===== src/rtl/ram_pkg.sv =====
// Shared constants and types for the 32x4 scratch RAM.
// Contents: word/address widths, depth, address and data typedefs.
package ram_pkg;

  localparam int unsigned RAM_DATA_W = 4;
  localparam int unsigned RAM_ADDR_W = 5;
  localparam int unsigned RAM_DEPTH  = 32;

  typedef logic [RAM_ADDR_W-1:0] ram_addr_t;
  typedef logic [RAM_DATA_W-1:0] ram_data_t;

endpackage : ram_pkg


===== src/rtl/ram.sv =====
// Single-port RAM: synchronous write, combinational (or optionally registered) read.
// Build option: define RAM_REG_OUT_EN to register dataout (1-cycle, read-first).
// Ports:
//   clk     - clock, writes on rising edge
//   rst_n   - asynchronous active-low reset, clears every word
//   we      - write enable
//   a       - shared read/write address
//   di      - write data
//   dataout - read data for address a
module ram
  import ram_pkg::*;
#(
  parameter int unsigned DATA_W = RAM_DATA_W,
  parameter int unsigned ADDR_W = RAM_ADDR_W,
  parameter int unsigned DEPTH  = RAM_DEPTH
) (
  input  logic              clk,
  input  logic              rst_n,
  input  logic              we,
  input  logic [ADDR_W-1:0] a,
  input  logic [DATA_W-1:0] di,
  output logic [DATA_W-1:0] dataout
);

  // Flop array: the async clear rules out SRAM macro mapping.
  logic [DATA_W-1:0] mem [DEPTH];
  logic [DATA_W-1:0] rd_data;

  always_ff @(posedge clk or negedge rst_n) begin
    if (!rst_n) begin
      for (int i = 0; i < int'(DEPTH); i++) begin
        mem[i] <= '0;
      end
    end else if (we) begin
      mem[a] <= di;
    end
  end

  assign rd_data = mem[a];

`ifdef RAM_REG_OUT_EN
  ram_out_reg #(
    .DATA_W(DATA_W)
  ) u_out_reg (
    .clk  (clk),
    .rst_n(rst_n),
    .d    (rd_data),
    .q    (dataout)
  );
`else
  // Zero-latency read straight from the array.
  assign dataout = rd_data;
`endif

endmodule : ram


===== src/rtl/ram_out_reg.sv =====
// Optional read-data output register with asynchronous active-low clear.
// Ports:
//   clk   - clock, captures d on the rising edge
//   rst_n - asynchronous active-low clear
//   d     - combinational read data from the array
//   q     - registered read data
module ram_out_reg
  import ram_pkg::*;
#(
  parameter int unsigned DATA_W = RAM_DATA_W
) (
  input  logic              clk,
  input  logic              rst_n,
  input  logic [DATA_W-1:0] d,
  output logic [DATA_W-1:0] q
);

  // Output flop; d is sampled before the same-edge array write (read-first).
  always_ff @(posedge clk or negedge rst_n) begin
    if (!rst_n) begin
      q <= '0;
    end else begin
      q <= d;
    end
  end

endmodule : ram_out_reg


===== src/rtl/ram_32x4.sv =====
// 32-word x 4-bit scratch RAM, top-level wrapper around ram.
// Build option: RAM_REG_OUT_EN selects the registered-output read path.
// Ports:
//   clk     - clock
//   rst_n   - asynchronous active-low reset
//   we      - write enable
//   a       - 5-bit address
//   di      - 4-bit write data
//   dataout - 4-bit read data
module ram_32x4
  import ram_pkg::*;
(
  input  logic                  clk,
  input  logic                  rst_n,
  input  logic                  we,
  input  logic [RAM_ADDR_W-1:0] a,
  input  logic [RAM_DATA_W-1:0] di,
  output logic [RAM_DATA_W-1:0] dataout
);

  ram #(
    .DATA_W(RAM_DATA_W),
    .ADDR_W(RAM_ADDR_W),
    .DEPTH (RAM_DEPTH)
  ) u_ram (
    .clk    (clk),
    .rst_n  (rst_n),
    .we     (we),
    .a      (a),
    .di     (di),
    .dataout(dataout)
  );

endmodule : ram_32x4


===== config.mk =====
export PLATFORM = sky130hd
export DESIGN_NAME = ram_32x4
export DESIGN_NICKNAME = d
export VERILOG_FILES = /design/src/rtl/ram_pkg.sv /design/src/rtl/ram.sv /design/src/rtl/ram_out_reg.sv /design/src/rtl/ram_32x4.sv
export SDC_FILE = /design/constraint.sdc
export NUM_CORES = 1
export LEC_CHECK = 0
export ABC_AREA = 1
export CAP_MARGIN = 20
export CORE_ASPECT_RATIO = 1.4
export CORE_MARGIN = 5
export CORE_UTILIZATION = 50
export CTS_BUF_LIST = sky130_fd_sc_hd__clkbuf_16
export DETAILED_ROUTE_END_ITERATION = 7
export GPL_ROUTABILITY_DRIVEN = 0
export GPL_TIMING_DRIVEN = 0
export PLACE_DENSITY_LB_ADDON = 0.08
export SLEW_MARGIN = 20
export SYNTH_ARGS = -nofsm -noshare
export SYNTH_HDL_FRONTEND = slang
export SYNTH_HIERARCHICAL = 1
export SYNTH_SLANG_ARGS = --single-unit

===== constraint.sdc =====
create_clock -name clk -period 2.33 [get_ports clk]
set_clock_uncertainty 0.2 [all_clocks]
set_input_delay 0.466 -clock clk [delete_from_list [all_inputs] [get_ports clk]]
set_output_delay 0.466 -clock clk [all_outputs]
set_load 0.02 [all_outputs]

After elaboration in Yosys (flattened, before gate mapping)
Cells that the tools add are included.
{"block": "totals", "ff_bits": 128, "input_bits": 12, "out_inout_bits": 4, "elab_cells": 42}
{"block": "op_classes", "magnitude_cmp": 2, "mux": 6, "bitwise": 1, "n_reduce_logical": 1}
{"operator": "128-bit bitwise mux", "n": 1}
{"operator": "4-bit binary-select mux with 5-bit select", "n": 1}
{"operator": "4-bit demux with 5-bit select", "n": 1}
{"operator": "4-bit 2-to-1 mux", "n": 3}
{"operator": "6-bit >= comparator, second input constant", "n": 1}
{"operator": "6-bit by 1-bit less-than comparator with 1-bit output, second input constant", "n": 1}
{"operator": "5-bit NOT with 6-bit output", "n": 1}
{"operator": "1-bit logical AND", "n": 1}

Longest topological paths before layout
Gate-level depths: netlist of run 1.
{"block": "logic_depth", "ltp_word": 6, "mapped_depth": 11, "depth_no_buf": 9}

Worst setup path after synthesis of run 1
No wires, ideal clock.
{"block": "synth_timing", "path_kind": "in2out", "startpoint": "input port a[0]", "endpoint": "output port dataout[1]", "arrival_time_ns": 1.589, "path_slack_ns": 0.075, "path_stages": 11, "cell_sequence": "inv_1 > clkbuf_1 > buf_1 > nand2_1 > nand2_1 > nand2_1 > nand2_1 > nand2_1 > nand2_1 > nor2_1 > nand2_1"}
{"block": "synth_via", "elab_chain_len": 4}
{"element": "start: declaration", "line_no": "ram_32x4.sv:16", "text": "input logic [RAM_ADDR_W-1:0] a,"}
{"element": "5-bit NOT with 6-bit output (not written as such)", "line_no": "ram.sv:39", "text": "assign rd_data = mem[a];"}
{"element": "4-bit binary-select mux with 5-bit select", "line_no": "ram.sv:39"}
{"element": "4-bit 2-to-1 mux (not written as such) (2 in a row)", "line_no": "ram.sv:39"}
{"element": "end: declaration", "line_no": "ram_32x4.sv:18", "text": "output logic [RAM_DATA_W-1:0] dataout"}
Every way passes these cells. The select of a mux whose other input is x is not followed.

Worst setup path in the final report of run 1
{"block": "layout_timing", "startpoint": "input port a[0]", "endpoint": "output port dataout[0]"}
Same word-level chain as after synthesis.

==> results.ini, run 1 <==
[sta]
period_needed_ns=2.377
period_share=1.020
setup_violations=4
worst_slew_pin_slew_ns=0.8555
final-hold-violation-count=0
setup_tns_ns=-0.1035
drv_slew=0
max-slew-margin-rel=0.4272
fmax_mhz=420.7
final.setup.worst_slack_ns=-0.04673
rsz0062_at_grt=yes
fin_hold_ws_ns=0.2838

[cells_and_area]
final_cell_mix=nand2_1 (453), dfrtp_1 (128), o21ai_0 (112)
regMostFlops=u_ram/mem
largest_reg_flops=128
drive_gt1_frac=0.1499
diodes=0
area_growth_pct=26.22
fin_util=0.6409
nets=893
final_common_cell=nand2_1
reg.largest.list=u_ram/mem (128)

[global_route]
grt_max_degree=76
grt_usage=0.2632
grt_pass1_wl_microns=28580
grt_pass1_vias=5485
grt-ovfl-total=0
grt_antenna_before_repair=0

[worst_setup_path]
critPathArrivalTime_ns=1.71
reg2reg_from=u_ram/mem[90]
cpMostUsedCell=nand2_1
ff2ff_path_depth=2
cp-start-kind=input port
slowest_delay_ns=0.17
end_kind=output port
required_ns=1.66
rrSetupSlack_ns=1.41
crit_buf_inv=5
cpMaxStageDelayCell=clkbuf_16
cp_cell_sequence=buf_12 -> inv_6 -> clkbuf_16 -> clkbuf_8 -> nand2_1 -> nand2_1 -> nand2_1 -> nand2_1 -> nand2_1 -> nand2_1 -> nor2_4 -> nand2_2 -> buf_6
worstSetupPathType=input port to output port
critPathTopFamily=buffers and inverters
r2r_end=u_ram/mem[90]
crit_fanout=8

[power_and_ir_drop]
ir_drop_mv=0.4668
power.total_mw=6.681
leakage_nw=3.869
cellPowerDensity_nw_per_um2=881.9

[floorplan]
placementRows=47
core_sq_um=11820
fp.dieH_microns=139.6
pin_count=16
die_width_microns=102.6
die_area_sq_um=14330
initial_utilization=0.5078

[worst_hold_path]
min_path_type=flip-flop to flip-flop
worstHoldPathCells=2
min_to=u_ram/mem[43]
min_from=u_ram/mem[43]

[outcome]
failed_checks=setup timing
status=finished with violations

[routing]
drt-initial-drc-count=616
drtPass1Iterations=5
ant_nets=0
wl_microns=18440
via_per_inst=5.576
drc=0
wl_per_cell_microns=17.72
num_vias=5805

[placement]
hpwlAfterDp_microns=11850
dp_slack_ns=-1.774
port_buffers=14

[clock_network]
cts_buffers=17
root_buffer=clkbuf_16
clkLatencyLatePin_ns=0.41
htreeDepth=4
clock-sinks=128
cts_tree=done
cts.path.max_buffers=2
cts.reportedPaths.clkPinSlew_ns=0.06

[yosys]
synth.avg_cell_area_sq_um=7.284
syn_nets=836
synth_seq_area_share=0.5337
synth_seq_cells=128
syn_area_sq_um=6002
synthCells=824
yosys_warnings=6
ys_types=13

[run]
drv_cap=0

[how the worst max path moves through the flow]
stage           from        endpoint  slack [ns]  cells after the start
2_1_floorplan   a[0]      dataout[1]        0.08                     11
3_3_place_gp   rst_n  u_ram/mem[122]       -4.32                      1
3_5_place_dp    a[0]      dataout[1]       -1.77                     12
4_1_cts         a[1]      dataout[2]       0.004                     10
5_1_grt         a[0]      dataout[0]        -0.1                     13
6_report        a[0]      dataout[0]       -0.05                     13
[per-stage QoR]
stage | instance area (sq um) | cells
6_report | 7576 | 1041
2_1_floorplan | 6002 | 824
3_5_place_dp | 6361 | 986
5_1_grt | 7576 | 1041
4_1_cts | 7393 | 1034
3_3_place_gp | 6326 | 985
[layer usage]
| metal | GRT usage | part of all wire | vias to the layer above |
|---|---|---|---|
| li1 | - | - | 2721 |
| met1 | 0.3423 | 0.40 | 2741 |
| met2 | 0.4098 | 0.48 | 276 |
| met3 | 0.05759 | 0.075 | 67 |
| met4 | 0.1320 | 0.050 | 0 |
| met5 | 0 | 0 | - |
[worst register-to-register path, delay by kind of cell (launching register included)]
family           cells  cell delay [ns]
flip-flops           1             0.39
AO/OA/AOI/OAI        1             0.10
AND/OR/NAND/NOR      1             0.07
[synth_stat cells]
cell	count	share of area
a21oi_1	16	0.013
nor3_1	7	0.0058
buf_1	5	0.0031
nand2_1	482	0.30
o21ai_0	112	0.093
nor4_1	2	0.0021
buf_2	1	0.00083
nor3b_2	1	0.0021
nor2_1	28	0.018
clkbuf_1	27	0.017
inv_1	13	0.0081
nand3_1	2	0.0017
dfrtp_1	128	0.53
[where the power goes]
| part | total (mW) | switching (mW) | internal, mW |
|---|---|---|---|
| combinational | 1.17 | 0.699 | 0.470 |
| clock | 2.61 | 1.03 | 1.58 |
| sequential | 2.90 | 0.247 | 2.65 |
| total | 6.68 | 1.98 | 4.71 |
[repair_timing]
action / 4_1_cts / 5_1_grt
hold endpoints to repair: 53 / 0
hold buffers: 1 / 0
pin swaps: 9 / 26
endpoints found under the setup margin: 89 / 4
cloned: 4 / 2
resized for setup: 121 / 43
setup buffers: 11 / 5
[final cells by class]
| class | instances | area, sq um |
|---|---|---|
| plain buffers | 33 | 339.1 |
| clock buffers | 17 | 425.4 |
| clock inverters | 15 | 160.2 |
| fillers | 989 | 4244 |
| inverters | 13 | 65.06 |
| multi-input cells | 650 | 2810 |
| flip-flops and latches | 128 | 3203 |
| well taps | 147 | 183.9 |
| repair buffers | 38 | 389.1 |
[cells by family (layout without fill, tap and decap cells)]
| kind of cell | count (synthesis) | after routing | share of synthesized area |
|---|---|---|---|
| AO/OA/AOI/OAI | 128 | 128 | 0.1067 |
| buffers and inverters | 46 | 116 | 0.02898 |
| AND/OR/NAND/NOR | 522 | 522 | 0.3306 |
| flip-flops | 128 | 128 | 0.5337 |
Power figures use the tool's default switching activity.
==> inputs of run 2 (changes only) <==
--- a/config.mk
+++ b/config.mk
@@ -8,7 +8,7 @@
 export ABC_AREA = 1
 export CAP_MARGIN = 20
 export CORE_ASPECT_RATIO = 1.4
-export CORE_MARGIN = 5
+export CORE_MARGIN = 2
 export CORE_UTILIZATION = 50
 export CTS_BUF_LIST = sky130_fd_sc_hd__clkbuf_16
 export DETAILED_ROUTE_END_ITERATION = 7
==> run 2 against run 1 <==
- the flow still finishes with violations (setup timing)
- clock-buffer cell count unchanged
- final cell count increased by 0.77%
- utilization increased by 1.4 points
- power increased by 0.27%
- highest routed layer unchanged
- cell area increased by 1.7%
- sequential share of layout area decreased by 0.69 points
- combinational power increased by 3%
- largest cell class unchanged
- critical path depth decreased by 8
==> results.ini, run 2 (synthesis gave the netlist of run 1 again) <==
[sta]
max-slew-margin-rel=0.4074
fmax_mhz=420.4
final-hold-violation-count=0
period_needed_ns=2.379
period_share=1.021
drv_slew=0
rsz0062_at_grt=yes
worst_slew_pin_slew_ns=0.8850
final.setup.worst_slack_ns=-0.04854
setup_violations=6

[power_and_ir_drop]
p_clk_frac=0.386
cellPowerDensity_nw_per_um2=869.9
power.total_mw=6.699
comb_power_share=0.181
p_sw_frac=0.3079
pwr-share-seq=0.433
p_sw_mw=2.063
p_int_mw=4.636
leakage_nw=3.943
ir_drop_mv=0.4618

[global_route]
grt_antenna_before_repair=0
grt_pass1_vias=5438
grt-ovfl-total=0
grt_max_degree=74
grt_usage=0.3028
grt_pass1_wl_microns=28630

[routing]
drt-initial-drc-count=651
via_per_inst=5.603
wl_microns=19020
wl_per_cell_microns=18.13
num_vias=5878
drtPass1Iterations=5
drc=0
ant_nets=0

[placement]
port_buffers=14
placed_cell_area_sq_um=6361
hpwlAfterDp_microns=11740

[worst_setup_path]
critPathArrivalTime_ns=2.44
crit_fanout=8
end_kind=flip-flop
worstSetupPathType=input port to flip-flop
required_ns=2.40
cp-start-kind=input port

[run]
drv_cap=0

[cells_and_area]
largest_reg_flops=128
area_growth_pct=28.31
drive_gt1_frac=0.1630
finalInstanceArea_sq_um=7701
nFillCells=1005
nets=901
final_cell_mix=nand2_1 (446), dfrtp_1 (128), o21ai_0 (112)
diodes=0
final_common_cell=nand2_1
regMostFlops=u_ram/mem
reg.largest.list=u_ram/mem (128)

[outcome]
failed_checks=setup timing
status=finished with violations

[clock_network]
cts_buffers=17
cts.path.max_buffers=2
htreeDepth=4
clkLatencyLatePin_ns=0.42
root_buffer=clkbuf_16
cts_tree=done
cts.reportedPaths.clkPinSlew_ns=0.06
clock-sinks=128

[floorplan]
initial_utilization=0.5103
core_sq_um=11760
placementRows=47
die_area_sq_um=12910
pin_count=16
die_width_microns=96.60
fp.dieH_microns=133.6

[worst_hold_path]
min_path_type=input port to flip-flop

## run 2: cell count changes in the layout (fill, tap and decap cells not counted), moves of 2 or more
| cell | before | now |
|---|---|---|
| nor2_1 | 23 | 25 |
| inv_8 | 0 | 2 |
| nand2_2 | 27 | 33 |
| clkbuf_8 | 3 | 5 |
| buf_4 | 17 | 21 |
| clkbuf_16 | 25 | 27 |
| clkinvlp_4 | 8 | 6 |
| nand2_1 | 453 | 446 |
## run 2: path summary, 6_finish.rpt
| kind | from | endpoint | cells after the start | slack (ns) |
|---|---|---|---|---|
| max | we | u_ram/mem[13] | 5 | -0.05 |
| min | a[3] | u_ram/mem[32] | 4 | 0.28 |
| max reg2reg | u_ram/mem[13] | u_ram/mem[13] | 2 | 1.35 |
| min reg2reg | u_ram/mem[73] | u_ram/mem[73] | 2 | 0.29 |
| max in group asynchronous | rst_n | u_ram/mem[35] | 3 | 0.82 |
| min in group asynchronous | rst_n | u_ram/mem[74] | 2 | 0.36 |
## run 2: through the flow
stage | cells | utilization | setup slack, ns | hold WS [ns] | setup TNS (ns)
floorplan | 824 | - | 0.07547 | -0.02959 | 0
global placement | 985 | 0.5379 | -4.305 | 0.2673 | -612.49
detailed placement | 986 | 0.5409 | -1.755 | 0.2582 | -65.13
CTS | 1042 | 0.6363 | 0.0003999 | 0.2881 | 0
global route | 1049 | 0.6548 | -0.1128 | 0.3012 | -0.4221
finish | 1049 | 0.6548 | -0.04854 | 0.2776 | -0.1978
## run 2: worst max-delay path: stages
cell             delay [ns]
clkdlybuf4s50_1        0.55
nor3b_2                0.76
nand2_1                0.37
nand2_1                0.17
o21ai_0                0.12
## run 2: final cells by class
cell class	instances	area [sq um]	area share
Sequential cell	128	3203	0.4159
Multi-Input combinational cell	650	2823	0.3665
Timing Repair Buffer	46	490.5	0.06369
Clock buffer	17	425.4	0.05524
Buffer	33	360.3	0.04679
Tap cell	147	183.9	0.02388
Clock inverter	15	147.6	0.01917
Inverter	13	67.56	0.008773
## run 2: power by group through the flow
stage	combinational (mW)	sequential [mW]	clock, mW
after floorplan	0.702	2.85	0
after global placement	0.974	2.90	0
after detailed placement	1.02	2.91	0
after CTS	1.12	2.88	2.62
after global routing	1.36	2.95	2.74
final	1.21	2.90	2.59
## run 2: timing repair
item	4_1_cts	5_1_grt
buffers inserted	16	3
gates resized for setup	125	49
endpoints found under the setup margin	93	10
cloned	7	4
hold endpoints to repair	55	0
pin swaps	13	27
hold buffers	1	0
## run 2: routing by layer
layer / track usage / up-vias / wire length (microns)
li1: - / 2742 / -
met1: 0.3956 / 2757 / 7384
met2: 0.4599 / 303 / 9078
met3: 0.06335 / 76 / 1443
met4: 0.1808 / 0 / 1115
met5: 0 / - / 0
